## src/rtl/usbfs_endp_rx.sv

```systemverilog
// usbfs_endp_rx
// Bulk/interrupt OUT endpoint drain. It takes one complete packet at a time
// from the USB packet receiver, reads the payload out of the receive buffer
// byte by byte, and presents it as a valid/ready byte stream with a
// last-byte flag.
//
// Ports
//   i_clk, i_rst       clock (rising edge) and synchronous active-high reset
//   i_erValid          receiver holds a complete OUT packet
//   o_erReady          endpoint can take a packet (low makes the receiver NAK)
//   o_erStall          endpoint halted (never halted here)
//   i_erRdNBytes       payload length of the offered packet
//   o_erRdEn/o_erRdIdx receive-buffer read strobe and byte index
//   i_erRdByte         receive-buffer data, one cycle after o_erRdEn
//   o_valid/i_ready    output stream handshake
//   o_data/o_last      stream byte and end-of-packet flag
module usbfs_endp_rx #(
  parameter int MAX_PKT = 8,
  localparam int NBYTES_W = $clog2(MAX_PKT + 1),
  localparam int IDX_W = $clog2(MAX_PKT)
) (
  input  logic                i_clk,
  input  logic                i_rst,
  input  logic                i_erValid,
  output logic                o_erReady,
  output logic                o_erStall,
  input  logic [NBYTES_W-1:0] i_erRdNBytes,
  output logic                o_erRdEn,
  output logic [IDX_W-1:0]    o_erRdIdx,
  input  logic [7:0]          i_erRdByte,
  output logic                o_valid,
  input  logic                i_ready,
  output logic [7:0]          o_data,
  output logic                o_last
);

  typedef enum logic {
    IDLE,
    DRAIN
  } state_t;

  state_t              state_q;
  logic [NBYTES_W-1:0] n_bytes_q;
  logic [NBYTES_W-1:0] issued_q;
  logic [NBYTES_W-1:0] popped_q;
  logic                inflight_q;
  logic [7:0]          fifo_q [2];
  logic                wr_ptr_q;
  logic                rd_ptr_q;
  logic [1:0]          count_q;

  logic                er_accepted;
  logic                pop;
  logic [2:0]          occ_next;
  logic [NBYTES_W-1:0] len_clamped;

  assign o_erReady   = (state_q == IDLE);
  assign o_erStall   = 1'b0;
  assign er_accepted = i_erValid && o_erReady;

  assign o_valid = (count_q != 2'd0);
  assign pop     = o_valid && i_ready;
  assign o_data  = o_valid ? fifo_q[rd_ptr_q] : 8'h00;
  assign o_last  = o_valid && (popped_q == n_bytes_q - NBYTES_W'(1));

  // FIFO occupancy after this cycle's write (the byte already in flight)
  // and pop. A new read is only issued if its byte is guaranteed a slot
  // when it lands, so the two-entry FIFO can never overflow.
  assign occ_next = {1'b0, count_q} + {2'b00, inflight_q} - {2'b00, pop};

  assign o_erRdEn  = (state_q == DRAIN) && (issued_q < n_bytes_q) && (occ_next < 3'd2);
  assign o_erRdIdx = issued_q[IDX_W-1:0];

  // Oversized lengths are truncated to what the buffer can hold.
  assign len_clamped = (i_erRdNBytes > NBYTES_W'(MAX_PKT)) ? NBYTES_W'(MAX_PKT) : i_erRdNBytes;

  always_ff @(posedge i_clk) begin
    if (i_rst) begin
      state_q    <= IDLE;
      n_bytes_q  <= '0;
      issued_q   <= '0;
      popped_q   <= '0;
      inflight_q <= 1'b0;
      fifo_q[0]  <= 8'h00;
      fifo_q[1]  <= 8'h00;
      wr_ptr_q   <= 1'b0;
      rd_ptr_q   <= 1'b0;
      count_q    <= 2'd0;
    end else begin
      inflight_q <= o_erRdEn;

      if (o_erRdEn) begin
        issued_q <= issued_q + NBYTES_W'(1);
      end
      if (pop) begin
        popped_q <= popped_q + NBYTES_W'(1);
        rd_ptr_q <= ~rd_ptr_q;
      end
      if (inflight_q) begin
        fifo_q[wr_ptr_q] <= i_erRdByte;
        wr_ptr_q         <= ~wr_ptr_q;
      end
      count_q <= occ_next[1:0];

      // Acceptance only happens in IDLE, where no read or pop can be
      // active, so the counter clears here never race the increments.
      case (state_q)
        IDLE: begin
          if (er_accepted) begin
            n_bytes_q <= len_clamped;
            issued_q  <= '0;
            popped_q  <= '0;
            if (len_clamped != '0) begin
              state_q <= DRAIN;
            end
          end
        end
        DRAIN: begin
          if (pop && o_last) begin
            state_q <= IDLE;
          end
        end
        default: state_q <= IDLE;
      endcase
    end
  end

endmodule

```

## config.mk

```make
export PLATFORM = sky130hd
export DESIGN_NAME = usbfs_endp_rx
export DESIGN_NICKNAME = d
export VERILOG_FILES = /design/src/rtl/usbfs_endp_rx.sv
export SDC_FILE = /design/constraint.sdc
export NUM_CORES = 1
export LEC_CHECK = 0
export ABC_AREA = 1
export CAP_MARGIN = 20
export CORE_UTILIZATION = 40
export CTS_BUF_LIST = sky130_fd_sc_hd__clkbuf_8
export CTS_CLUSTER_SIZE = 25
export DETAILED_ROUTE_END_ITERATION = 10
export PLACE_DENSITY = 0.66
export SYNTH_ARGS = -nofsm -noshare
export SYNTH_HDL_FRONTEND = slang
export SYNTH_SLANG_ARGS = --single-unit
```

## constraint.sdc

```tcl
create_clock -name i_clk -period 8.55 [get_ports i_clk]
set_input_delay 2.565 -clock i_clk [delete_from_list [all_inputs] [get_ports i_clk]]
set_output_delay 2.565 -clock i_clk [all_outputs]
set_load 0.05 [all_outputs]
```

==> run_results.csv, run 1 <==
group,metric,value,unit
status,status,"finished clean",
logic_synthesis,synth_top_area_share,26.9,%
worst_setup_path,path_class,"primary input to primary output",
die,chipWidth,68.9,um
detailed_routing,wirelength,3.49,mm
detailed_routing,route.detailed.drc,0,
pwr,p_sw,0.000146,W
pwr,power.leakage,0.980,nW
cells_and_area,seq_area,861,um2
detailed_routing,vias_per_cell,4.74,
detailed_routing,vias,1445,
clocking,cts_setup_buffers,0,
clocking,cts_resized,0,
timing,setup_tns,0,ns
job,maxCapViolations,0,
logic_synthesis,synth_area_leaders,"edfxtp_1, dfxtp_1, nand2_1",
logic_synthesis,synth_ff_type,"dfxtp_1",
worst_setup_path,critPathTopFamily,"buffers and inverters",
pwr,swShare,34.3,%
grt,grt_pass1_vias,1254,
grt,grt_pass1_wl,5.54,mm
logic_synthesis,seq_area_frac_synth,48.1,%
detailed_routing,drt_pass1_iterations,4,
worst_setup_path,critPathMaxFanout,7,
logic_synthesis,ys_top_cells_by_count,"nand2_1, inv_1, nor2_1, a21oi_1, dfxtp_1",
worst_setup_path,start_kind,"primary input",
logic_synthesis,synth_top_cell_by_area,"edfxtp_1",
place,portBuffers,30,
die,start_util,43.2,%
logic_synthesis,synth.net_count,247,
timing,fmax,0.126,GHz
cells_and_area,area.growth.synth_to_final,22.7,%
pwr,p_seq_share,45.9,%
cells_and_area,n_fill_cell,406,
timing,grt_setup_unrepaired,"false",
timing,skew,0.00608,ns
logic_synthesis,synth_edf_count,16,
detailed_routing,drt-initial-drc-count,57,
grt,grt_overflow,0,
timing,whs,0.455,ns
timing,finalCritPeriodShare,93.0,%
logic_synthesis,yosys_warnings,0,
timing,min_period,7.95,ns
logic_synthesis,synthCells,223,
pwr,power_density,194,nW/um2
clocking,htreeDepth,2,
worst_setup_path,required,5.99,ns
clocking,cts_inserted_buffers,5,
worst_setup_path,r2r_setup_slack,6.21,ns
pwr,p_clk_share,26.6,%
worst_setup_path,crit_path_end_kind,"primary output",
place,gp_congestion,0.803,
cells_and_area,drive_above_1_share,6.27,%
die,rows,23,
worst_setup_path,cp_data_arrival_time,5.39,ns
worst_setup_path,worst_path_largest_cell_delay,0.79,ns
place,hpwlAfterDp,2.49,mm
grt,track_usage,16.4,%
clocking,cts_hold_buf,0,
min_path,hold_depth,1,
detailed_routing,antenna_left,0,
timing,slew_violations,0,
cells_and_area,multiInputGateArea,731,um2
pwr,p_int,0.000279,W
logic_synthesis,synthArstFlopShare,0,%
grt,antenna_found_initial,0,
pwr,ir_drop,103,uV
timing,max_slew_margin,66.4,%
die,dieArea,4740,um2
timing,tightest_slew,0.502,ns
worst_setup_path,worst-path-buf-inv,5,
grt,grt_max_degree,12,
detailed_routing,wire_per_inst,11.4,um
clocking,clk_pin_slew_worst_paths,0.07,ns
clocking,cts_tree,"yes",
worst_setup_path,worst-path-stages,13,
pwr,combPwrFrac,27.5,%
clocking,insertion_delay,0.29,ns
worst_setup_path,critPathSlowestCell,"clkdlybuf4s50_1",
logic_synthesis,ys_types,29,
logic_synthesis,syn_avg_cell_area,8.02,um2
min_path,hold_class,"flip-flop to flip-flop",
die,num_io_pins,32,
worst_setup_path,cp_cell_sequence,"clkdlybuf4s50_1, nand2_4, inv_2, nand2_1, o21ai_0, ha_1, inv_1, fa_1, nand2_1, nor2_2, nand4_4, clkinv_4, clkdlybuf4s50_1",
logic_synthesis,synthesis.area,1790,um2
die,core,4140,um2
timing,hold_viol,0,
clocking,cts.sinks,35,
clocking,cts_root_buf,"clkbuf_8",
worst_setup_path,reg2reg_depth,15,
cells_and_area,final_nets,278,
die,die_y,68.9,um
logic_synthesis,synth_seq_cells,35,
cells_and_area,diodes,0,
timing,setup_viol,0,
logic_synthesis,synthMostInstantiatedCell,"nand2_1",
clocking,clk_path_buf_depth,2,
-- final cells by class --
cell class | count | share of cell area, %
Tap cell | 50 | 2.85
Sequential cell | 35 | 39.2
Inverter | 41 | 7.24
Multi-Input combinational cell | 141 | 33.3
Clock inverter | 3 | 0.570
Timing Repair Buffer | 30 | 13.7
Clock buffer | 5 | 3.14
-- final timing paths --
| path | start | endpoint |
|---|---|---|
| worst max-delay path | i_ready | o_erRdEn |
| worst min register to register | rd_ptr_q | flip-flop |
| worst min-delay path | rd_ptr_q | flip-flop |
| worst max register to register | count_q[1] | issued_q[2] |
-- metal layers --
| layer | wire, um | GRT usage [%] |
|---|---|---|
| met1 | 1680 | 21.8 |
| met2 | 1600 | 25.2 |
| met3 | 154 | 4.44 |
| met4 | 55 | 6.12 |
| met5 | 0 | 0 |
-- power by group through the flow --
stage | clock network [W] | logic (W) | registers [W]
2_1_floorplan | 0 | 0.0000861 | 0.000195
3_3_place_gp | 0 | 0.000116 | 0.000199
3_5_place_dp | 0 | 0.000117 | 0.000199
4_1_cts | 0.000114 | 0.000118 | 0.000195
5_1_grt | 0.000122 | 0.000128 | 0.000197
6_report | 0.000113 | 0.000117 | 0.000195
-- metrics by stage --
stage	area, um2	instances	util [%]	total power (W)	worst slack, ns
CTS	2190	305	53.0	0.000427	0.594
global route	2190	305	53.0	0.000446	0.478
global placement	2110	297	51.0	0.000315	0.629
detailed placement	2110	297	51.0	0.000316	0.592
floorplan	1790	223	-	0.000281	1.99
finish	2190	305	53.0	0.000425	0.598
-- cell families after synthesis --
kind of cell,after synthesis,synth area share (%)
AND/OR/NAND/NOR,100,24.8
buffers and inverters,47,11.0
flip-flops,35,48.1
AO/OA/AOI/OAI,30,8.88
adder cells (fa/ha/maj),8,6.01
XOR/XNOR,2,0.979
other,1,0.210
-- state kept, by name, indices dropped and copies added (netlist names), named ones only --
signal      count
inflight_q      1
count_q         2
n_bytes_q       4
issued_q        4
fifo_q         16
state_q         1
rd_ptr_q        1
wr_ptr_q        1
popped_q        4
-- cells in the final DEF (no fill, tap or decap), drive strengths merged --
cell type	count
fa	1
dfxtp	19
o32ai	2
nand4	3
nor2	29
a21oi	20
xor2	2
and2	1
nand2	59
clkdlybuf4s50	30
inv	40
ha	7
clkbuf	5
conb	1
clkinv	4
o21ai	7
edfxtp	16
nand3	8
o22ai	1
Power figures use the tool's default switching activity.
==> run 2, diff against run 1 <==
--- a/config.mk
+++ b/config.mk
@@ -15,3 +15,4 @@
 export SYNTH_ARGS = -nofsm -noshare
 export SYNTH_HDL_FRONTEND = slang
 export SYNTH_SLANG_ARGS = --single-unit
+export TNS_END_PERCENT = 20
==> constraint.sdc (replaced) <==
create_clock -name i_clk -period 7.95 [get_ports i_clk]
set_input_delay 2.385 -clock i_clk [delete_from_list [all_inputs] [get_ports i_clk]]
set_output_delay 2.385 -clock i_clk [all_outputs]
set_load 0.05 [all_outputs]
==> run 2 against run 1 <==
Against the previous run: count of clock-buffer cells in the layout unchanged; largest cell class unchanged; setup slack worse by 0.24 ns; clock skew fell by 0.0021 ns; largest power group unchanged.
==> run_results.csv, run 2 (same netlist as run 1, synthesis figures left out) <==
group,metric,value,unit
pwr,p_sw,0.000156,W
timing,slew_violations,0,
detailed_routing,maxUsedRoutingLayer,"met4",
die,start_util,43.2,%
detailed_routing,route.detailed.drc,0,
die,die_y,68.9,um
cells_and_area,regMostFlops,"fifo_q",
clocking,cts_root_buf,"clkbuf_8",
detailed_routing,wl_met1,1.57,mm
clocking,cts_setup_buffers,0,
cells_and_area,layout_common_cells,"nand2_1, inv_1, clkdlybuf4s50_1",
min_path,hold_class,"flip-flop to flip-flop",
timing,max_slew_margin,66.4,%
grt,grt_overflow,0,
die,rows,23,
place,dpl_cell_area,2110,um2
cells_and_area,final_common_cell,"nand2_1",
worst_setup_path,critPathTopFamily,"buffers and inverters",
grt,antenna_found_initial,0,
worst_setup_path,critPathMaxFanout,7,
grt,grt_max_degree,12,
pwr,p_seq_share,45.9,%
detailed_routing,wl_met2,1.60,mm
detailed_routing,vias_per_cell,4.66,
die,dieArea,4740,um2
die,core,4140,um2
clocking,cts_tree,"yes",
cells_and_area,diodes,0,
clocking,clk_path_buf_depth,2,
detailed_routing,wire_per_inst,11.0,um
cells_and_area,area.growth.synth_to_final,22.8,%
detailed_routing,drt_pass1_iterations,5,
grt,grt_pass1_vias,1267,
worst_setup_path,path_class,"primary input to primary output",
detailed_routing,wirelength,3.35,mm
cells_and_area,fin_area,2200,um2
detailed_routing,drt-initial-drc-count,31,
worst_setup_path,crit_path_end_kind,"primary output",
pwr,swShare,34.1,%
worst_setup_path,critPathSlowestCell,"clkdlybuf4s50_1",
clocking,cts_resized,0,
cells_and_area,largest_reg_flops,16,
detailed_routing,antenna_left,0,
pwr,power.leakage,0.981,nW
timing,skew,0.00397,ns
job,maxCapViolations,0,
timing,grt_setup_unrepaired,"false",
timing,setup_viol,0,
timing,fmax,0.132,GHz
worst_setup_path,required,5.57,ns
cells_and_area,drive_above_1_share,7.06,%
clocking,cts.sinks,35,
clocking,insertion_delay,0.29,ns
die,chipWidth,68.9,um
timing,tightest_slew,0.502,ns
die,num_io_pins,32,
grt,grt_pass1_wl,5.52,mm
worst_setup_path,start_kind,"primary input",
worst_setup_path,worst_path_largest_cell_delay,0.79,ns
detailed_routing,dr_wl_met3,126,um
pwr,power_density,208,nW/um2
status,status,"finished clean",
timing,setup_tns,0,ns
pwr,p_clk_share,27.0,%
worst_setup_path,worst-path-buf-inv,5,
timing,min_period,7.59,ns
worst_setup_path,cp_data_arrival_time,5.21,ns
place,gp_congestion,0.782,
timing,hold_viol,0,
clocking,htreeDepth,2,
pwr,p_int,0.000301,W
timing,finalCritPeriodShare,95.5,%
pwr,combPwrFrac,27.1,%
cells_and_area,final_nets,278,
clocking,cts_inserted_buffers,5,
clocking,cts_hold_buf,0,
grt,track_usage,16.5,%
place,hpwlAfterDp,2.49,mm
detailed_routing,vias,1421,
place,portBuffers,30,
worst_setup_path,cp_cell_sequence,"clkdlybuf4s50_1, nand2_4, inv_2, nand2_1, o21ai_0, ha_1, inv_1, fa_1, nand2_1, nor2_2, nand4_4, clkinv_4, clkdlybuf4s50_1",
pwr,ir_drop,115,uV
clocking,clk_pin_slew_worst_paths,0.07,ns
[run 2: cell types whose count changed in the layout (fill, tap and decap cells not counted), sizes merged]
cell | previous run | this run
clkinv | 4 | 5
inv | 40 | 39
[run 2: worst reg2reg max path: stages, from the launching register on]
cell and delay [ns]:
dfxtp_1 0.45, nor2_4 0.11, inv_2 0.10, nand2_4 0.06
inv_2 0.10, nand2_1 0.07, o21ai_0 0.08, ha_1 0.16
inv_1 0.05, fa_1 0.49, nand2_1 0.07, nor2_2 0.12
nand4_4 0.17, clkinv_4 0.09, nand2_1 0.05, a21oi_1 0.12
[run 2: cell type report]
cell class / instances / area (um2)
Clock buffer: 5 / 68.8
Clock inverter: 3 / 15.0
Fill cell: 409 / 1950
Inverter: 41 / 159
Multi-Input combinational cell: 141 / 731
Sequential cell: 35 / 861
Tap cell: 50 / 62.6
Timing Repair Buffer: 30 / 300
[run 2: per-stage QoR]
stage	std cells	util (%)	hold WS (ns)	power [W]	setup WS, ns
after CTS	305	53.0	0.459	0.000461	0.358
final	305	53.0	0.455	0.000457	0.359
after floorplan	223	-	0.426	0.000302	1.75
after global routing	305	53.0	0.478	0.000482	0.228
after detailed placement	297	51.0	0.449	0.000339	0.362
after global placement	297	51.0	0.444	0.000338	0.389
[run 2: final timing paths]
check	slack (ns)	from	to	depth (start not counted)
worst min-delay path	0.46	rd_ptr_q	flip-flop	1
worst max-delay path	0.36	i_ready	o_erRdEn	13
worst min register to register	0.46	rd_ptr_q	flip-flop	1
worst max register to register	5.62	count_q[1]	issued_q[0]	15
[run 2: routing by layer]
metal	vias up	GRT usage, %
li1	761	-
met1	633	21.1
met2	21	25.5
met3	6	4.44
met4	0	8.42
met5	-	0
[run 2: power groups by stage]
stage	sequential, W	combinational, W	clock [W]
global placement	0.000214	0.000125	0
finish	0.000210	0.000124	0.000123
CTS	0.000210	0.000126	0.000125
floorplan	0.000210	0.0000926	0
detailed placement	0.000214	0.000125	0
global route	0.000211	0.000137	0.000134
